===== config.mk =====
export PLATFORM = sky130hd
export DESIGN_NAME = fpu_arbiter_flat
export DESIGN_NICKNAME = d
export VERILOG_FILES = /design/src/rtl/fpu_arbiter_if.sv /design/src/rtl/fpu_arbiter.sv /design/src/flat_wrapper.sv
export SDC_FILE = /design/constraint.sdc
export NUM_CORES = 1
export LEC_CHECK = 0
export ABC_AREA = 1
export BUFFER_PORTS_ARGS = -buffer_cell sky130_fd_sc_hd__buf_4
export CELL_PAD_IN_SITES_DETAIL_PLACEMENT = 1
export CELL_PAD_IN_SITES_GLOBAL_PLACEMENT = 1
export CORE_MARGIN = 1.5
export CORE_UTILIZATION = 33
export DETAILED_ROUTE_END_ITERATION = 8
export GPL_TIMING_DRIVEN = 0
export PLACE_DENSITY_LB_ADDON = 0.1
export SLEW_MARGIN = 20
export SYNTH_ARGS = -nofsm -noshare
export SYNTH_HDL_FRONTEND = slang
export SYNTH_SLANG_ARGS = --single-unit

===== constraint.sdc =====
create_clock -name clock_100Khz -period 3.05 [get_ports clock_100Khz]
set_input_delay 0.61 -clock clock_100Khz [delete_from_list [all_inputs] [get_ports clock_100Khz]]
set_output_delay 0.61 -clock clock_100Khz [all_outputs]
set_load 0.02 [all_outputs]

===== src/rtl/fpu_arbiter_if.sv =====
// Requester and FPU-side signal bundle for fpu_arbiter.
// The slave modport is the arbiter's view; master is the requester/FPU environment.
interface fpu_arbiter_if #(
  parameter int N_REQ = 4
);
  logic [N_REQ-1:0]    req;
  logic [32*N_REQ-1:0] op_a;
  logic [32*N_REQ-1:0] op_b;
  logic [N_REQ-1:0]    gnt;
  logic [N_REQ-1:0]    rsp_valid;
  logic [31:0]         rsp_data;
  logic [3:0]          rsp_status;
  logic                busy;
  logic                fpu_rst_n;
  logic [31:0]         fpu_op_a;
  logic [31:0]         fpu_op_b;
  logic [31:0]         fpu_data;
  logic [3:0]          fpu_status;

  modport slave (
    input  req, op_a, op_b, fpu_data, fpu_status,
    output gnt, rsp_valid, rsp_data, rsp_status, busy, fpu_rst_n, fpu_op_a, fpu_op_b
  );

  modport master (
    output req, op_a, op_b, fpu_data, fpu_status,
    input  gnt, rsp_valid, rsp_data, rsp_status, busy, fpu_rst_n, fpu_op_a, fpu_op_b
  );
endinterface


===== src/rtl/fpu_arbiter.sv =====
// Round-robin sharing of one FPU between N_REQ requesters; the FPU is held in
// reset while idle and released for a fixed window per job.
module fpu_arbiter #(
  parameter int N_REQ       = 4,
  parameter int FPU_LATENCY = 40
) (
  input  logic           clock_100Khz,
  input  logic           reset,
  fpu_arbiter_if.slave   bus
);

  localparam int PTR_W = $clog2(N_REQ);
  localparam int CNT_W = (FPU_LATENCY > 1) ? $clog2(FPU_LATENCY) : 1;
  localparam logic [3:0] STATUS_EXACT = 4'd2;

  typedef enum logic [1:0] {IDLE, FLUSH, RUN, DONE} state_t;

  state_t             state_q, state_d;
  logic [CNT_W-1:0]   cnt_q, cnt_d;
  logic [PTR_W-1:0]   ptr_q, ptr_d;
  logic [PTR_W-1:0]   owner_q, owner_d;
  logic [N_REQ-1:0]   gnt_q, gnt_d;
  logic [N_REQ-1:0]   rsp_valid_q, rsp_valid_d;
  logic [31:0]        rsp_data_q, rsp_data_d;
  logic [3:0]         rsp_status_q, rsp_status_d;
  logic               busy_q, busy_d;
  logic               fpu_rst_n_q, fpu_rst_n_d;
  logic [31:0]        fpu_op_a_q, fpu_op_a_d;
  logic [31:0]        fpu_op_b_q, fpu_op_b_d;

  logic [31:0]        op_a_arr [N_REQ];
  logic [31:0]        op_b_arr [N_REQ];
  logic [PTR_W-1:0]   win;
  logic               win_found;
  int                 idx;

  for (genvar gi = 0; gi < N_REQ; gi++) begin : g_unpack
    assign op_a_arr[gi] = bus.op_a[32*gi +: 32];
    assign op_b_arr[gi] = bus.op_b[32*gi +: 32];
  end

  // First set request scanning upward from the round-robin pointer, wrapping.
  always_comb begin
    win       = '0;
    win_found = 1'b0;
    idx       = 0;
    for (int k = 0; k < N_REQ; k++) begin
      idx = int'(ptr_q) + k;
      if (idx >= N_REQ) idx = idx - N_REQ;
      if (!win_found && bus.req[PTR_W'(idx)]) begin
        win       = PTR_W'(idx);
        win_found = 1'b1;
      end
    end
  end

  always_comb begin
    state_d      = state_q;
    cnt_d        = cnt_q;
    ptr_d        = ptr_q;
    owner_d      = owner_q;
    gnt_d        = '0;
    rsp_valid_d  = '0;
    rsp_data_d   = rsp_data_q;
    rsp_status_d = rsp_status_q;
    busy_d       = busy_q;
    fpu_rst_n_d  = fpu_rst_n_q;
    fpu_op_a_d   = fpu_op_a_q;
    fpu_op_b_d   = fpu_op_b_q;
    unique case (state_q)
      IDLE: begin
        fpu_rst_n_d = 1'b0;
        if (win_found) begin
          gnt_d      = N_REQ'(1) << win;
          fpu_op_a_d = op_a_arr[win];
          fpu_op_b_d = op_b_arr[win];
          owner_d    = win;
          ptr_d      = (win == PTR_W'(N_REQ - 1)) ? '0 : win + 1'b1;
          busy_d     = 1'b1;
          state_d    = FLUSH;
        end
      end
      FLUSH: begin
        cnt_d       = CNT_W'(FPU_LATENCY - 1);
        fpu_rst_n_d = 1'b1;
        state_d     = RUN;
      end
      RUN: begin
        if (cnt_q == '0) state_d = DONE;
        else             cnt_d   = cnt_q - 1'b1;
      end
      DONE: begin
        rsp_data_d   = bus.fpu_data;
        rsp_status_d = bus.fpu_status;
        rsp_valid_d  = N_REQ'(1) << owner_q;
        fpu_rst_n_d  = 1'b0;
        busy_d       = 1'b0;
        state_d      = IDLE;
      end
      default: state_d = IDLE;
    endcase
  end

  // Asynchronous reset also drops fpu_rst_n at once, killing any job in flight.
  always_ff @(posedge clock_100Khz or negedge reset) begin
    if (!reset) begin
      state_q      <= IDLE;
      cnt_q        <= '0;
      ptr_q        <= '0;
      owner_q      <= '0;
      gnt_q        <= '0;
      rsp_valid_q  <= '0;
      rsp_data_q   <= '0;
      rsp_status_q <= STATUS_EXACT;
      busy_q       <= 1'b0;
      fpu_rst_n_q  <= 1'b0;
      fpu_op_a_q   <= '0;
      fpu_op_b_q   <= '0;
    end else begin
      state_q      <= state_d;
      cnt_q        <= cnt_d;
      ptr_q        <= ptr_d;
      owner_q      <= owner_d;
      gnt_q        <= gnt_d;
      rsp_valid_q  <= rsp_valid_d;
      rsp_data_q   <= rsp_data_d;
      rsp_status_q <= rsp_status_d;
      busy_q       <= busy_d;
      fpu_rst_n_q  <= fpu_rst_n_d;
      fpu_op_a_q   <= fpu_op_a_d;
      fpu_op_b_q   <= fpu_op_b_d;
    end
  end

  assign bus.gnt        = gnt_q;
  assign bus.rsp_valid  = rsp_valid_q;
  assign bus.rsp_data   = rsp_data_q;
  assign bus.rsp_status = rsp_status_q;
  assign bus.busy       = busy_q;
  assign bus.fpu_rst_n  = fpu_rst_n_q;
  assign bus.fpu_op_a   = fpu_op_a_q;
  assign bus.fpu_op_b   = fpu_op_b_q;

endmodule


===== src/flat_wrapper.sv =====
// flat-port wrapper written by rule: the top's interface ports become plain ports
module fpu_arbiter_flat 
#(
  parameter int N_REQ       = 4,
  parameter int FPU_LATENCY = 40
)
  (clock_100Khz, reset, bus_req, bus_op_a, bus_op_b, bus_fpu_data, bus_fpu_status, bus_gnt, bus_rsp_valid, bus_rsp_data, bus_rsp_status, bus_busy, bus_fpu_rst_n, bus_fpu_op_a, bus_fpu_op_b);
  fpu_arbiter_if #(.N_REQ(N_REQ)) bus_i ();
  input  logic clock_100Khz;
  input  logic reset;
  input wire logic [$bits(bus_i.req)-1:0] bus_req;
  input wire logic [$bits(bus_i.op_a)-1:0] bus_op_a;
  input wire logic [$bits(bus_i.op_b)-1:0] bus_op_b;
  input wire logic [$bits(bus_i.fpu_data)-1:0] bus_fpu_data;
  input wire logic [$bits(bus_i.fpu_status)-1:0] bus_fpu_status;
  output wire logic [$bits(bus_i.gnt)-1:0] bus_gnt;
  output wire logic [$bits(bus_i.rsp_valid)-1:0] bus_rsp_valid;
  output wire logic [$bits(bus_i.rsp_data)-1:0] bus_rsp_data;
  output wire logic [$bits(bus_i.rsp_status)-1:0] bus_rsp_status;
  output wire logic [$bits(bus_i.busy)-1:0] bus_busy;
  output wire logic [$bits(bus_i.fpu_rst_n)-1:0] bus_fpu_rst_n;
  output wire logic [$bits(bus_i.fpu_op_a)-1:0] bus_fpu_op_a;
  output wire logic [$bits(bus_i.fpu_op_b)-1:0] bus_fpu_op_b;
  assign bus_i.req = bus_req;
  assign bus_i.op_a = bus_op_a;
  assign bus_i.op_b = bus_op_b;
  assign bus_i.fpu_data = bus_fpu_data;
  assign bus_i.fpu_status = bus_fpu_status;
  assign bus_gnt = bus_i.gnt;
  assign bus_rsp_valid = bus_i.rsp_valid;
  assign bus_rsp_data = bus_i.rsp_data;
  assign bus_rsp_status = bus_i.rsp_status;
  assign bus_busy = bus_i.busy;
  assign bus_fpu_rst_n = bus_i.fpu_rst_n;
  assign bus_fpu_op_a = bus_i.fpu_op_a;
  assign bus_fpu_op_b = bus_i.fpu_op_b;
  fpu_arbiter #(.N_REQ(N_REQ), .FPU_LATENCY(FPU_LATENCY)) u_core (.clock_100Khz(clock_100Khz), .reset(reset), .bus(bus_i));
endmodule

**After elaboration in Yosys (flattened, before gate mapping)**

Cells that the tools add are included.

- Bits of input ports: 298
- Output and inout port bits: 110
- Logic and storage cells: 98
- Flip-flop bits (word level): 122

- Bitwise operators: 1
- Eq/ne operators: 7
- Shift operators: 2
- Order comparisons: 9
- Reductions and logical operators: 16
- Add/sub/neg operators: 9
- Mux-type cells: 42

Operator list:

| operator | number |
|---|---|
| $bmux 32 s2 | 2 |
| $mux 32 | 4 |
| $mux 2 | 11 |
| $lt 2x4->1 const B | 4 |
| $mux 1 | 13 |
| $ge 3x3->1 const B | 4 |
| $mux 4 | 3 |
| $pmux 6 s2 | 1 |
| $bmux 1 s2 | 4 |
| $pmux 2 s4 | 1 |
| $reduce_and 2->1 | 4 |
| $shl 1x2->4 const A | 2 |
| $sub 2x1->2 const B | 4 |
| $add 2x2->3 const B | 2 |
| $eq 2x2->1 const B | 3 |
| $logic_not 6->1 | 1 |
| $mux 6 | 1 |
| $reduce_bool 2->1 | 3 |
| $sub 6x1->6 const B | 1 |
| $ne 2x1->1 const B | 2 |
| $pmux 1 s2 | 2 |
| $add 2x1->3 const B | 1 |
| $ge 2x3->1 const B | 1 |
| $logic_and 1x1->1 | 3 |
| 7 further kinds | 9 |

**Depth between registers and ports, before layout**

Gate-level depths: netlist of the first run.

- Depth after elaboration: 19
- Depth in mapped cells: 17
- Depth with buffers taken out: 14

**Least setup slack after synthesis of the first run**

OpenSTA, ideal clock, no wires.

- Path kind: input-to-reg
- From: in bus_req[3]
- To: reg u_core.ptr_q[1]
- Data arrival time: 1.956 ns
- Stages: 13
- Setup time: 0.133 ns
- Path buffers: 2
- Data required time: 2.917 ns
- Setup slack: 0.961 ns
- Cells stage by stage: inv_1 > nand2_1 > nand3_1 > nand2_1 > nor2_2 > nand3_2 > nand3_2 > buf_4 > buf_4 > inv_1 > ha_1 > nand2_1 > o21ai_0

- Cells in the longest elaborated chain, start to end: 15
- Elaborated cells on any way between the ends: 30
- Those cells by class: 1 x add/sub; 1 x eq/ne; 21 x mux; 7 x reduce/logical

Ends and longest elaborated chain:

| item | RTL line | RTL |
|---|---|---|
| from (decl) | flat_wrapper.sv:11 | `input wire logic [$bits(bus_i.req)-1:0] bus_req;` |
| $bmux 1 s2 | fpu_arbiter.sv:50 | `if (!win_found && bus.req[PTR_W'(idx)]) begin` |
| $mux 1 (implied by the code) (2 in a row) | fpu_arbiter.sv:50 |  |
| $mux 1 | fpu_arbiter.sv:50 |  |
| $logic_not 1->1 | fpu_arbiter.sv:50 |  |
| $logic_and 1x1->1 | fpu_arbiter.sv:50 |  |
| $mux 1 | fpu_arbiter.sv:50 |  |
| $logic_not 1->1 | fpu_arbiter.sv:50 |  |
| $logic_and 1x1->1 | fpu_arbiter.sv:50 |  |
| $mux 1 | fpu_arbiter.sv:50 |  |
| $logic_not 1->1 | fpu_arbiter.sv:50 |  |
| $logic_and 1x1->1 | fpu_arbiter.sv:50 |  |
| $mux 2 | fpu_arbiter.sv:50 |  |
| $add 2x1->2 or $eq 2x2->1 (tied branches) | fpu_arbiter.sv:78 | `ptr_d = (win == PTR_W'(N_REQ - 1)) ? '0 : win + 1'b1;` |
| $mux 2 | fpu_arbiter.sv:78 |  |
| to (signal assigned) | fpu_arbiter.sv:122 | `ptr_q <= ptr_d;` |
| to (decl) | fpu_arbiter.sv:20 | `logic [PTR_W-1:0] ptr_q, ptr_d;` |

Several ways; a longest one is shown, not always the timed one. The select of a mux whose other input is x is not followed.
A chain may end at the register's enable or synchronous reset.

**Worst setup path after layout of the first run**

- From: reg u_core.ptr_q[0]
- To: reg u_core.ptr_q[1]

- Cells in the longest elaborated chain, start to end: 17
- Elaborated cells on any way between the ends: 45
- Those cells by class: 8 x add/sub; 4 x order compare; 1 x eq/ne; 25 x mux; 7 x reduce/logical

Ends and longest elaborated chain:

| item |
|---|
| parallel branches: the longest is 17 deep, another holds $add 2x1->3 |

Parallel ways; which one is timed is not known. The select of a mux whose other input is x is not followed.

==> impl_results.md, run 1 <==
- Final std cells w/o fill: 2124
- Clk_lat worst skew: between 400 and 500 ps
- Max cap viols: 0
- Depth of the CTS H-tree: 4
- Dpl hpwl: between 20000 and 30000 um
- Post-Synthesis Cells: ~1400
- Pwr dens: around 1300 nW/um^2
- Clk sinks: roughly 120
- Design area: ~13000 um^2
- Starting Density: 33.61%
- Crit path DAT: 2710 ps
- Antenna fix cells: 0
- Area after DPL: about 12000 um^2
- Setup-failing EPs final: 0
- Crit path buffers/inverters: 5
- P&R area growth vs syn: 48.90%
- Initial drt markers: around 600
- Avg WL per Cell: roughly 17 um
- Peak supply drop: between 500 and 600 uV
- Mapped Nets: about 1700
- Compound-Gate Fraction of Synth Area: 1.186%
- Simple-Gate Fraction of Synth Area: 43.04%
- CP top delay family: simple AND/OR/NAND/NOR gates
- Via count: 10130
- Placed cell count: between 2000 and 2500
- CTS tree: yes
- Final antenna-violating net count: 0
- Crit-path cells: buf_6 -> inv_4 -> nand2_1 -> nand3_1 -> nand2_1 -> nor2_2 -> nand3_2 -> nand3_2 -> buf_4 -> buf_4 -> inv_1 -> ha_1 -> nand2_1 -> o21ai_0
- Leak: 0.007750 uW
- Worst hold path class: in2async
- Core Area: about 25000 um^2
- Status: finished, final reports clean
- Tmin final: 2444 ps
- CTS Buf Count: 17
- Drt pass-1 iters: 5
- Fmax: around 400 MHz
- Vias in the first global route: roughly 11000
- Switching power share of the total: ~53%
- Leading register cell type out of synthesis: dfrtp_1
- Fill count: between 3000 and 4000
- Post-CTS Setup Bufs: 0
- Clock power share: between 10% and 20%
- Asr flop ratio synth: 100.0%
- Remaining routing DRC violations: 0
- Critical path type: reg2reg
- Combinational family with the most area after synthesis: simple AND/OR/NAND/NOR gates
- CTS Hold Buffers Added: 0
- Total GRT Usage: 26.67%
- Slew Viols, Final: 0
- Capturing element type of the critical path: flip-flop
- Synth Area per Inst: between 6 and 7 um^2
- Post-Synth Adder-Cell Area: 1.334%
- Clock Skew: between 9 and 10 ps
- Number of flops mapped to enable cells by yosys: 0
- Global-route wire length before repair: approximately 55000 um
- Setup TNS: 0 ps
- Crit start category: flip-flop
- Sw power: roughly 8500 uW
- Post-synthesis sequential area ratio: a little over a third
- Critical Path RT: between 3000 and 4000 ps
- Total gr overflow: 0
- Worst path slowest cell: dfrtp_1
- Max Root-Sink Buffers: 2
- P_int: about 7600 uW
- # rows: slightly below 60
- Logic pwr share: 68.4%
- Post-synthesis mux area share: 0%
- CTS resizes: 0
- Final period utilization: 80.14%
- Worst-path clk slew: ~60 ps
- Largest net degree at the start of global routing: 66
- Worst Tran Pin Value: approximately 650 ps
- Final wirelength: roughly 35000 um
- GPL Wtd Cong: roughly 0.90
- Port Buffers: 407
- Xor/xnor share of the synthesized area: less than 1%
- Vias per cell: 4.769
- RSZ-0062 raised after global routing: false
- Max FO, Critical Path: 10
- Max incr delay on CP: 380 ps
- Most used cell, CP: nand2_1
- Cell Area, Synth: roughly 8400 um^2
- Chip Width: approximately 160 um
- Initial antenna violation count: 1
- Die ar.: ~27000 um^2
- Nets@finish: between 2000 and 2500
- Yosys cell types: 26
- Yosys warnings: 0
- Worst slew margin: a little under three fifths
- Ports: slightly above 400
- Share of layout cells above drive strength 1: 28.76%
- Die height: about 160 um
- Root Driver: clkbuf_16
- Reg power frac: ~18%
- Flops & latches, synth: roughly 120
- Final hold vios: 0
synthesized netlist by cell type, types with 2 or more instances:
library cell  instances  area share, %
inv_2                 4           0.18
buf_1                10           0.44
dfrtp_1             121             36
a31oi_1               2           0.15
o21ai_0              11           0.65
buf_2                55            3.3
nand3_1             138            8.2
nand2_1             539             24
a21oi_1               2           0.12
nor3_1                5           0.30
clkbuf_1             17           0.76
nand4_1             130            9.6
buf_4                10           0.89
inv_1               279             12
nand3_2               3           0.36
nor2_1               10           0.44
ha_1                  9            1.3
cells in the final DEF, fill, tap and decap left out, types with 3 or more instances in the layout:
cell / count
nand3_1: 138
dfrtp_1: 121
ha_1: 9
nand2_1: 539
buf_4: 416
nor2_1: 10
buf_1: 10
clkbuf_16: 17
bufinv_16: 3
nor3_1: 5
inv_2: 4
nand3_2: 3
nand4_1: 130
inv_6: 4
buf_2: 55
inv_1: 279
o21ai_0: 11
clkbuf_1: 17
clkinv_4: 4
final cells by class:
type,instances,area [um^2],area share [%]
clock inverters,14,183.9,1.464
well taps,330,412.9,3.286
repair buffers,408,3090,24.59
multi-input cells,855,3854,30.67
clock buffers,18,439.2,3.495
plain buffers,93,462.9,3.684
flip-flops and latches,122,3054,24.31
inverters,284,1069,8.503
power groups by stage:
stage	registers [uW]	clock network, uW	logic [uW]
final	2940	2150	11000
after global routing	3030	2270	12300
after CTS	2940	2200	11100
after detailed placement	2950	0	11000
after global placement	2920	0	10800
after floorplan	3720	0	6280
worst reg2reg max path, stage by stage, from the launching register on:
cell and delay [ps]:
dfrtp_1 380, buf_6 150, inv_4 100, nand2_1 80, nand3_1 90, nand2_1 90, nor2_2 170, nand3_2 180
nand3_2 140, buf_4 220, buf_4 220, inv_1 70, ha_1 270, nand2_1 60, o21ai_0 90
through the flow:
stage	power [uW]	hold WS, ps	setup slack (ps)	utilization, %
floorplan	9996	314.4	960.9	-
global route	17580	133.8	404.1	50.04
global placement	13670	451.8	508.4	47.42
detailed placement	13960	451.6	409.8	47.56
CTS	16210	122.8	587.9	50.04
finish	16080	103.9	605.7	50.04
path summary, 6_finish.rpt:
kind | startpoint | end | slack, ps | cells past startpoint
hold / removal | reset | u_core.bus.fpu_op_b[22]$_DFFE_PN0P_ | 100 | 1
min in group clock_100Khz | bus_fpu_data[2] | u_core.bus.rsp_data[2]$_DFFE_PN0P_ | 390 | 3
setup / recovery | u_core.ptr_q[0]$_DFFE_PN0P_ | u_core.ptr_q[1]$_DFFE_PN0P_ | 610 | 14
setup reg to reg | u_core.ptr_q[0]$_DFFE_PN0P_ | u_core.ptr_q[1]$_DFFE_PN0P_ | 610 | 14
max in group asynchronous | reset | u_core.bus.fpu_op_a[23]$_DFFE_PN0P_ | 2240 | 2
hold reg to reg | u_core.bus.rsp_status[1]$_DFFE_PN1P_ | u_core.bus.rsp_status[1]$_DFFE_PN1P_ | 460 | 2
cell families (layout without fill, tap and decap cells):
group / after synthesis / in the layout
simple gates: 827 / 827
buf+inv: 377 / 817
flops: 122 / 122
compound gates: 18 / 18
fa+ha+maj: 9 / 9
xor+xnor: 1 / 1
routing by layer:
metal | vias to the layer above | routed length (um) | global-route usage (%)
met4 | 2 | 1079 | 9.258
met3 | 63 | 2238 | 6.137
li1 | 5009 | - | -
met2 | 309 | 17220 | 46.21
met5 | - | 13 | 0
met1 | 4747 | 14860 | 32.33
flip-flops by register name, indices dropped and copies added (netlist names), 2 cells and up:
signal / cells
u_core.bus.fpu_op_a: 32
u_core.bus.fpu_op_b: 32
u_core.bus.rsp_data: 32
u_core.cnt_q: 6
u_core.bus.gnt: 4
u_core.bus.rsp_status: 4
u_core.bus.rsp_valid: 4
u_core.owner_q: 2
u_core.ptr_q: 2
u_core.state_q: 2
Power figures use the tool's default switching activity.
==> inputs of run 2 (changes only) <==
--- a/config.mk
+++ b/config.mk
@@ -5,13 +5,13 @@
 export SDC_FILE = /design/constraint.sdc
 export NUM_CORES = 1
 export LEC_CHECK = 0
-export ABC_AREA = 1
+export ABC_AREA = 0
 export BUFFER_PORTS_ARGS = -buffer_cell sky130_fd_sc_hd__buf_4
 export CELL_PAD_IN_SITES_DETAIL_PLACEMENT = 1
 export CELL_PAD_IN_SITES_GLOBAL_PLACEMENT = 1
-export CORE_MARGIN = 1.5
-export CORE_UTILIZATION = 33
+export CORE_AREA = 2 2 160 162
 export DETAILED_ROUTE_END_ITERATION = 8
+export DIE_AREA = 0 0 162 164
 export GPL_TIMING_DRIVEN = 0
 export PLACE_DENSITY_LB_ADDON = 0.1
 export SLEW_MARGIN = 20
==> constraint.sdc (replaced) <==
create_clock -name clock_100Khz -period 2.4 [get_ports clock_100Khz]
set_input_delay 0.48 -clock clock_100Khz [delete_from_list [all_inputs] [get_ports clock_100Khz]]
set_output_delay 0.48 -clock clock_100Khz [all_outputs]
set_load 0.02 [all_outputs]
==> run 2 against run 1 <==
  * Hold slack better by 190 ps
  * Worst setup slack worse by 270 ps
  * Sequential power is 24% higher
  * Maximum frequency is 19% higher
  * Synthesized area is 25% lower
  * Critical path type unchanged
  * Largest power group unchanged
==> impl_results.md, run 2 <==
- Clock power share: between 10% and 20%
- Total gr overflow: 0
- Switching power share of the total: roughly two fifths
- Status: finished, final reports clean
- Ports: between 400 and 500
- Slew Viols, Final: 0
- R2r endpoint: u_core.bus.fpu_op_b[28]$_DFFE_PN0P_
- Sw power: roughly 5600 uW
- Asr flop ratio synth: 100.0%
- Antenna fix cells: 0
- Hold Crit Start: bus_fpu_data[3]
- Design area: around 10000 um^2
- RSZ-0062 raised after global routing: false
- Logic pwr share: 53.6%
- Setup-failing EPs final: 0
- Cell Area, Synth: between 6000 and 7000 um^2
- Die height: 164 um
- Flops & latches, synth: about 120
- Remaining routing DRC violations: 0
- Final hold vios: 0
- CTS Buf Count: 17
- Capturing element type of the critical path: flip-flop
- Vias in the first global route: 6719
- Depth of the CTS H-tree: 4
- Fill count: 2802
- Crit path DAT: 2330 ps
- Yosys warnings: 0
- Reg power frac: a little over a quarter
- Total GRT Usage: between 10% and 20%
- Tmin final: between 2000 and 2500 ps
- RR Startpoint: u_core.ptr_q[0]$_DFFE_PN0P_
- CTS Hold Buffers Added: 1
- Pwr dens: 1294 nW/um^2
- Leak: between 0.005 and 0.006 uW
- Final period utilization: 85.94%
- Global-route wire length before repair: roughly 40000 um
- Fmax: between 400 and 500 MHz
- Final wirelength: about 27000 um
- Max cap viols: 0
- Worst Tran Pin Value: 746.3 ps
- Synth top cells by count: mux2i_1 (128), dfrtp_1 (121), nand2_1 (77)
- Synth Area per Inst: roughly 12 um^2
- Hold Crit Depth: 2
- Yosys cell types: 36
- Most frequent cell after synthesis: mux2i_1
- Clk_lat worst skew: 420 ps
- Vias per cell: ~4.7
- Hold endpoint: u_core.bus.rsp_data[3]$_DFFE_PN0P_
- Setup TNS: 0 ps
- Post-Synthesis Cells: 539
- Area after DPL: about 10000 um^2
- Root Driver: clkbuf_16
- Mapped Nets: 846
- Clk sinks: between 100 and 150
- # rows: 58
- Starting Density: between 20% and 30%
- R2r worst-path depth: 7
- Worst R2R Setup Slack: between 300 and 400 ps
- Max FO, Critical Path: 10
- Leading register cell type out of synthesis: dfrtp_1
- Critical path type: reg2reg
- Crit start category: flip-flop
- Final antenna-violating net count: 0
- P_int: a little under 8000 uW
- Post-CTS Setup Bufs: 0
- Commonest non-fill, non-tap cell in the layout: buf_4
- Port Buffers: 407
- Worst hold path class: in2reg
- GPL Wtd Cong: ~0.76
- Peak supply drop: between 500 and 600 uV
- Worst slew margin: about half
- Chip Width: between 150 and 200 um
- Avg WL per Cell: about 21 um
- Top cells by area, synth: dfrtp_1 (48%), mux2i_1 (20%), o221ai_1 (8.8%)
- Core Area: about 25000 um^2
- Nets@finish: about 1300
- Yosys top cell area share: between 40% and 50%
- Synth area leader: dfrtp_1
- Commonest cells after routing, fill and taps aside: buf_4 (408), mux2i_1 (128), dfrtp_1 (121), nand2_1 (77), o221ai_1 (64)
- Number of flops mapped to enable cells by yosys: 0
- Initial drt markers: 180
- Die ar.: roughly 27000 um^2
- Largest net degree at the start of global routing: 68
- Drt pass-1 iters: 4
- Via count: 6102
- Worst-path clk slew: ~70 ps
- Clock Skew: roughly 11 ps
- CTS tree: yes
- Initial antenna violation count: 0
- Critical Path RT: approximately 2700 ps
- P&R area growth vs syn: 64.73%
- CTS resizes: 0
- Share of layout cells above drive strength 1: between 50 and 60%
- Dpl hpwl: roughly 21000 um
- Post-synthesis sequential area ratio: between 40% and 50%
- Max Root-Sink Buffers: 2
==> run 2: critical path, stage by stage (launching register included) <==
cell      delay [ps]
dfrtp_1          430
nor2b_2          150
a21oi_1           70
o221ai_2         240
buf_6            250
buf_6            210
mux2i_1          370
o221ai_1         180
==> run 2: worst max-delay path by stage <==
| stage | start | slack [ps] | cells after the start | to |
|---|---|---|---|---|
| finish | u_core.ptr_q[0]$_DFFE_PN0P_ | 340 | 7 | u_core.bus.fpu_op_b[28]$_DFFE_PN0P_ |
| global route | u_core.state_q[0]$_DFFE_PN0P_ | 140 | 7 | u_core.bus.fpu_op_b[11]$_DFFE_PN0P_ |
| CTS | u_core.ptr_q[0]$_DFFE_PN0P_ | 270 | 7 | u_core.bus.fpu_op_b[22]$_DFFE_PN0P_ |
| detailed placement | bus_req[1] | 110 | 7 | u_core.bus.fpu_op_b[31]$_DFFE_PN0P_ |
| global placement | bus_req[1] | 130 | 7 | u_core.bus.fpu_op_a[26]$_DFFE_PN0P_ |
| floorplan | bus_req[0] | 640 | 8 | u_core.ptr_q[0]$_DFFE_PN0P_ |
==> run 2: through the flow <==
step / total power (uW) / cells / hold slack [ps] / worst slack [ps] / util, %
after detailed placement: 11080 / 1277 / 444.8 / 106.7 / 39.70
after global routing: 14450 / 1310 / 271.2 / 137.0 / 42.15
after CTS: 13790 / 1310 / 269.5 / 267.4 / 42.15
after global placement: 10980 / 1276 / 469.5 / 131.3 / 39.56
final: 13530 / 1310 / 289.9 / 337.5 / 42.15
after floorplan: 7923 / 539 / 184.4 / 637.7 / -
==> run 2: final cells by class <==
cell class	count	area (um^2)	share of cell area, %
plain buffers	41	282.8	2.703
repair buffers	409	3100	29.64
flip-flops and latches	122	3054	29.20
clock inverters	13	153.9	1.471
inverters	8	30.03	0.2871
multi-input cells	368	2983	28.52
clock buffers	19	442.9	4.234
well taps	330	412.9	3.947
==> run 2: power by group through the flow <==
stage	Clock, uW	Sequential, uW	Combinational, uW
after global placement	0	3620	7370
after floorplan	0	4680	3250
after CTS	2710	3650	7430
final	2650	3640	7250
after global routing	2810	3780	7860
after detailed placement	0	3660	7420
==> run 2: kinds of logic (layout without fill, tap and decap cells) <==
family | after synthesis | count (layout) | synth area share, %
adders and majority gates | 9 | 9 | 1.773
muxes | 166 | 166 | 26.92
and+or+nand+nor | 108 | 108 | 7.172
xor gates and xnor gates | 3 | 3 | 0.4139
buffers and inverters | 49 | 490 | 4.926
DFF | 122 | 122 | 48.10
AOI/OAI and AO/OA | 82 | 82 | 10.70
==> run 2: routing by layer <==
layer  track usage (%)  wire (um)
met5                 0          0
met2             35.73      13830
met3             6.894       2404
met4             5.672        437
met1             22.49      10370
==> inputs of run 3 (changes only) <==
--- a/config.mk
+++ b/config.mk
@@ -7,13 +7,10 @@
 export LEC_CHECK = 0
 export ABC_AREA = 0
 export BUFFER_PORTS_ARGS = -buffer_cell sky130_fd_sc_hd__buf_4
-export CELL_PAD_IN_SITES_DETAIL_PLACEMENT = 1
-export CELL_PAD_IN_SITES_GLOBAL_PLACEMENT = 1
-export CORE_AREA = 2 2 160 162
+export CORE_AREA = 2 2 157 159
 export DETAILED_ROUTE_END_ITERATION = 8
-export DIE_AREA = 0 0 162 164
+export DIE_AREA = 0 0 159 161
 export GPL_TIMING_DRIVEN = 0
-export PLACE_DENSITY_LB_ADDON = 0.1
 export SLEW_MARGIN = 20
 export SYNTH_ARGS = -nofsm -noshare
 export SYNTH_HDL_FRONTEND = slang
==> run 3 against run 2 <==
  * Clock-buffer cell count shrank 2
  * Sequential share of layout area is essentially flat
  * Register-to-register slack gained 20 ps
  * Highest routed layer unchanged
  * Critical path depth is the same
  * Largest cell class unchanged
  * Total power shrank 0.38%
  * Largest power group unchanged
==> impl_results.md, run 3 (synthesis results as in run 2) <==
- Crit path DAT: roughly 2300 ps
- Capturing element type of the critical path: flip-flop
- Fmax: about 500 MHz
- Reg area: slightly above 3000 um^2
- Crit-path cells: nor2b_2 -> a21oi_1 -> o221ai_2 -> buf_6 -> buf_6 -> mux2i_1 -> o221ai_1
- Max incr delay on CP: roughly 430 ps
- Commonest cells after routing, fill and taps aside: buf_4 (408), mux2i_1 (128), dfrtp_1 (121), nand2_1 (77), o221ai_1 (64)
- Share of layout cells above drive strength 1: between 50% and 60%
- Leak: about 0.0054 uW
- Global-route wire length before repair: 37690 um
- Depth of the CTS H-tree: 4
- Max Root-Sink Buffers: 2
- RSZ-0062 raised after global routing: false
- Hold endpoint: u_core.bus.rsp_status[0]$_DFFE_PN0P_
- Slew Viols, Final: 0
- Hold Crit Start: bus_fpu_status[0]
- P&R area growth vs syn: 64.67%
- Most used cell, CP: buf_6
- Nets@finish: 1274
- CTS Hold Buffers Added: 1
- GPL Wtd Cong: 0.7926
- Status: finished, final reports clean
- Vias per cell: roughly 4.6
- Total gr overflow: 0
- Fill count: between 2000 and 2500
- # rows: 57
- Worst-path clk slew: around 70 ps
- Die height: approximately 160 um
- R2r endpoint: u_core.bus.fpu_op_b[24]$_DFFE_PN0P_
- Pwr dens: about 1300 nW/um^2
- Vias in the first global route: around 6600
- Post-CTS Setup Bufs: 0
- Die ar.: between 20000 and 30000 um^2
- Max FO, Critical Path: 10
- Remaining routing DRC violations: 0
- Initial antenna violation count: 0
- Worst slew margin: roughly 53%
- Final hold vios: 0
- Design area: roughly 10000 um^2
- R2r worst-path depth: 7
- CP top delay family: compound AO/OA/AOI/OAI gates
- Critical Path RT: 2650 ps
- Chip Width: 159 um
- Root Driver: clkbuf_16
- Drt pass-1 iters: 4
- RR Startpoint: u_core.ptr_q[0]$_DFFE_PN0P_
- Avg WL per Cell: 18.99 um
- CTS tree: yes
- Peak supply drop: slightly below 700 uV
- Critical path type: reg2reg
- Worst R2R Setup Slack: roughly 350 ps
- Initial drt markers: between 200 and 250
- Max cap viols: 0
- Clk_lat worst skew: roughly 400 ps
- Starting Density: a little over a quarter
- Total GRT Usage: roughly a fifth
- Largest net degree at the start of global routing: 76
- Setup-failing EPs final: 0
- Worst hold path class: in2reg
- Port Buffers: about 410
- Crit path buffers/inverters: 2
- WP depth: 7
- CTS resizes: 0
- Hold Crit Depth: 2
- Clk sinks: 122
- Multi-input logic area: 2983 um^2
- Commonest non-fill, non-tap cell in the layout: buf_4
- Crit start category: flip-flop
- Antenna fix cells: 0
- Final antenna-violating net count: 0
- Tmin final: 2046 ps
- Ports: 408
- Final wirelength: about 25000 um
- Worst path slowest cell: dfrtp_1
- Via count: around 6000
- Dpl hpwl: approximately 19000 um
- Final core utilization: 43.64%
- CTS Buf Count: 17
- Final period utilization: a little under nine tenths
- Area after DPL: 9846 um^2
- Core Area: roughly 24000 um^2
- Worst Tran Pin Value: between 700 and 800 ps
- Clock Skew: around 9.3 ps
run 3: changes by cell type in the layout (fill, tap and decap cells not counted), sizes merged:
cell,before,now
clkinv,1,2
clkbuf,26,24
bufinv,2,1
inv,16,18
run 3: worst max-delay path by stage:
stage,from,end,slack (ps)
2_1_floorplan,bus_req[0],u_core.ptr_q[0]$_DFFE_PN0P_,640
3_3_place_gp,bus_req[1],u_core.bus.fpu_op_a[11]$_DFFE_PN0P_,50
3_5_place_dp,bus_req[1],u_core.bus.fpu_op_b[29]$_DFFE_PN0P_,-60
4_1_cts,u_core.ptr_q[1]$_DFFE_PN0P_,u_core.bus.fpu_op_b[29]$_DFFE_PN0P_,320
5_1_grt,u_core.state_q[0]$_DFFE_PN0P_,u_core.bus.fpu_op_a[23]$_DFFE_PN0P_,140
6_report,u_core.ptr_q[0]$_DFFE_PN0P_,u_core.bus.fpu_op_b[24]$_DFFE_PN0P_,350
run 3: per-stage QoR:
stage                     worst slack, ps  setup TNS [ps]  total power, uW  hold WS [ps]  std cells
after floorplan                     637.7               0             7923         184.4        539
after global placement              52.95               0            10860         470.6       1270
after detailed placement           -64.35          -320.4            10960         408.8       1271
after CTS                           322.8               0            13690         264.5       1304
after global routing                140.3               0            14350         267.5       1304
final                               354.5               0            13480         287.1       1304
run 3: cell type report:
type / instances / share of cell area (%)
clock inverter: 15 / 1.675
clock buffer: 17 / 4.068
buffer: 41 / 2.704
tap: 324 / 3.877
timing repair buffer: 409 / 29.65
multi-input combinational: 368 / 28.53
inverter: 8 / 0.2872
sequential: 122 / 29.21
run 3: layer usage:
layer	GRT usage [%]	share of wire, %	vias to the layer above
li1	-	-	2860
met1	22.29	40	2876
met2	33.36	50	272
met3	6.317	7.7	21
met4	5.496	1.8	0
met5	0	0	-
run 3: power breakdown:
| part | leakage [uW] | internal, uW | total [uW] | switching [uW] |
|---|---|---|---|---|
| Sequential | 0.00148 | 3070 | 3660 | 596 |
| Combinational | 0.00366 | 3270 | 7150 | 3880 |
| Clock | 0.000291 | 1500 | 2670 | 1170 |
| Total | 0.00544 | 7830 | 13500 | 5650 |
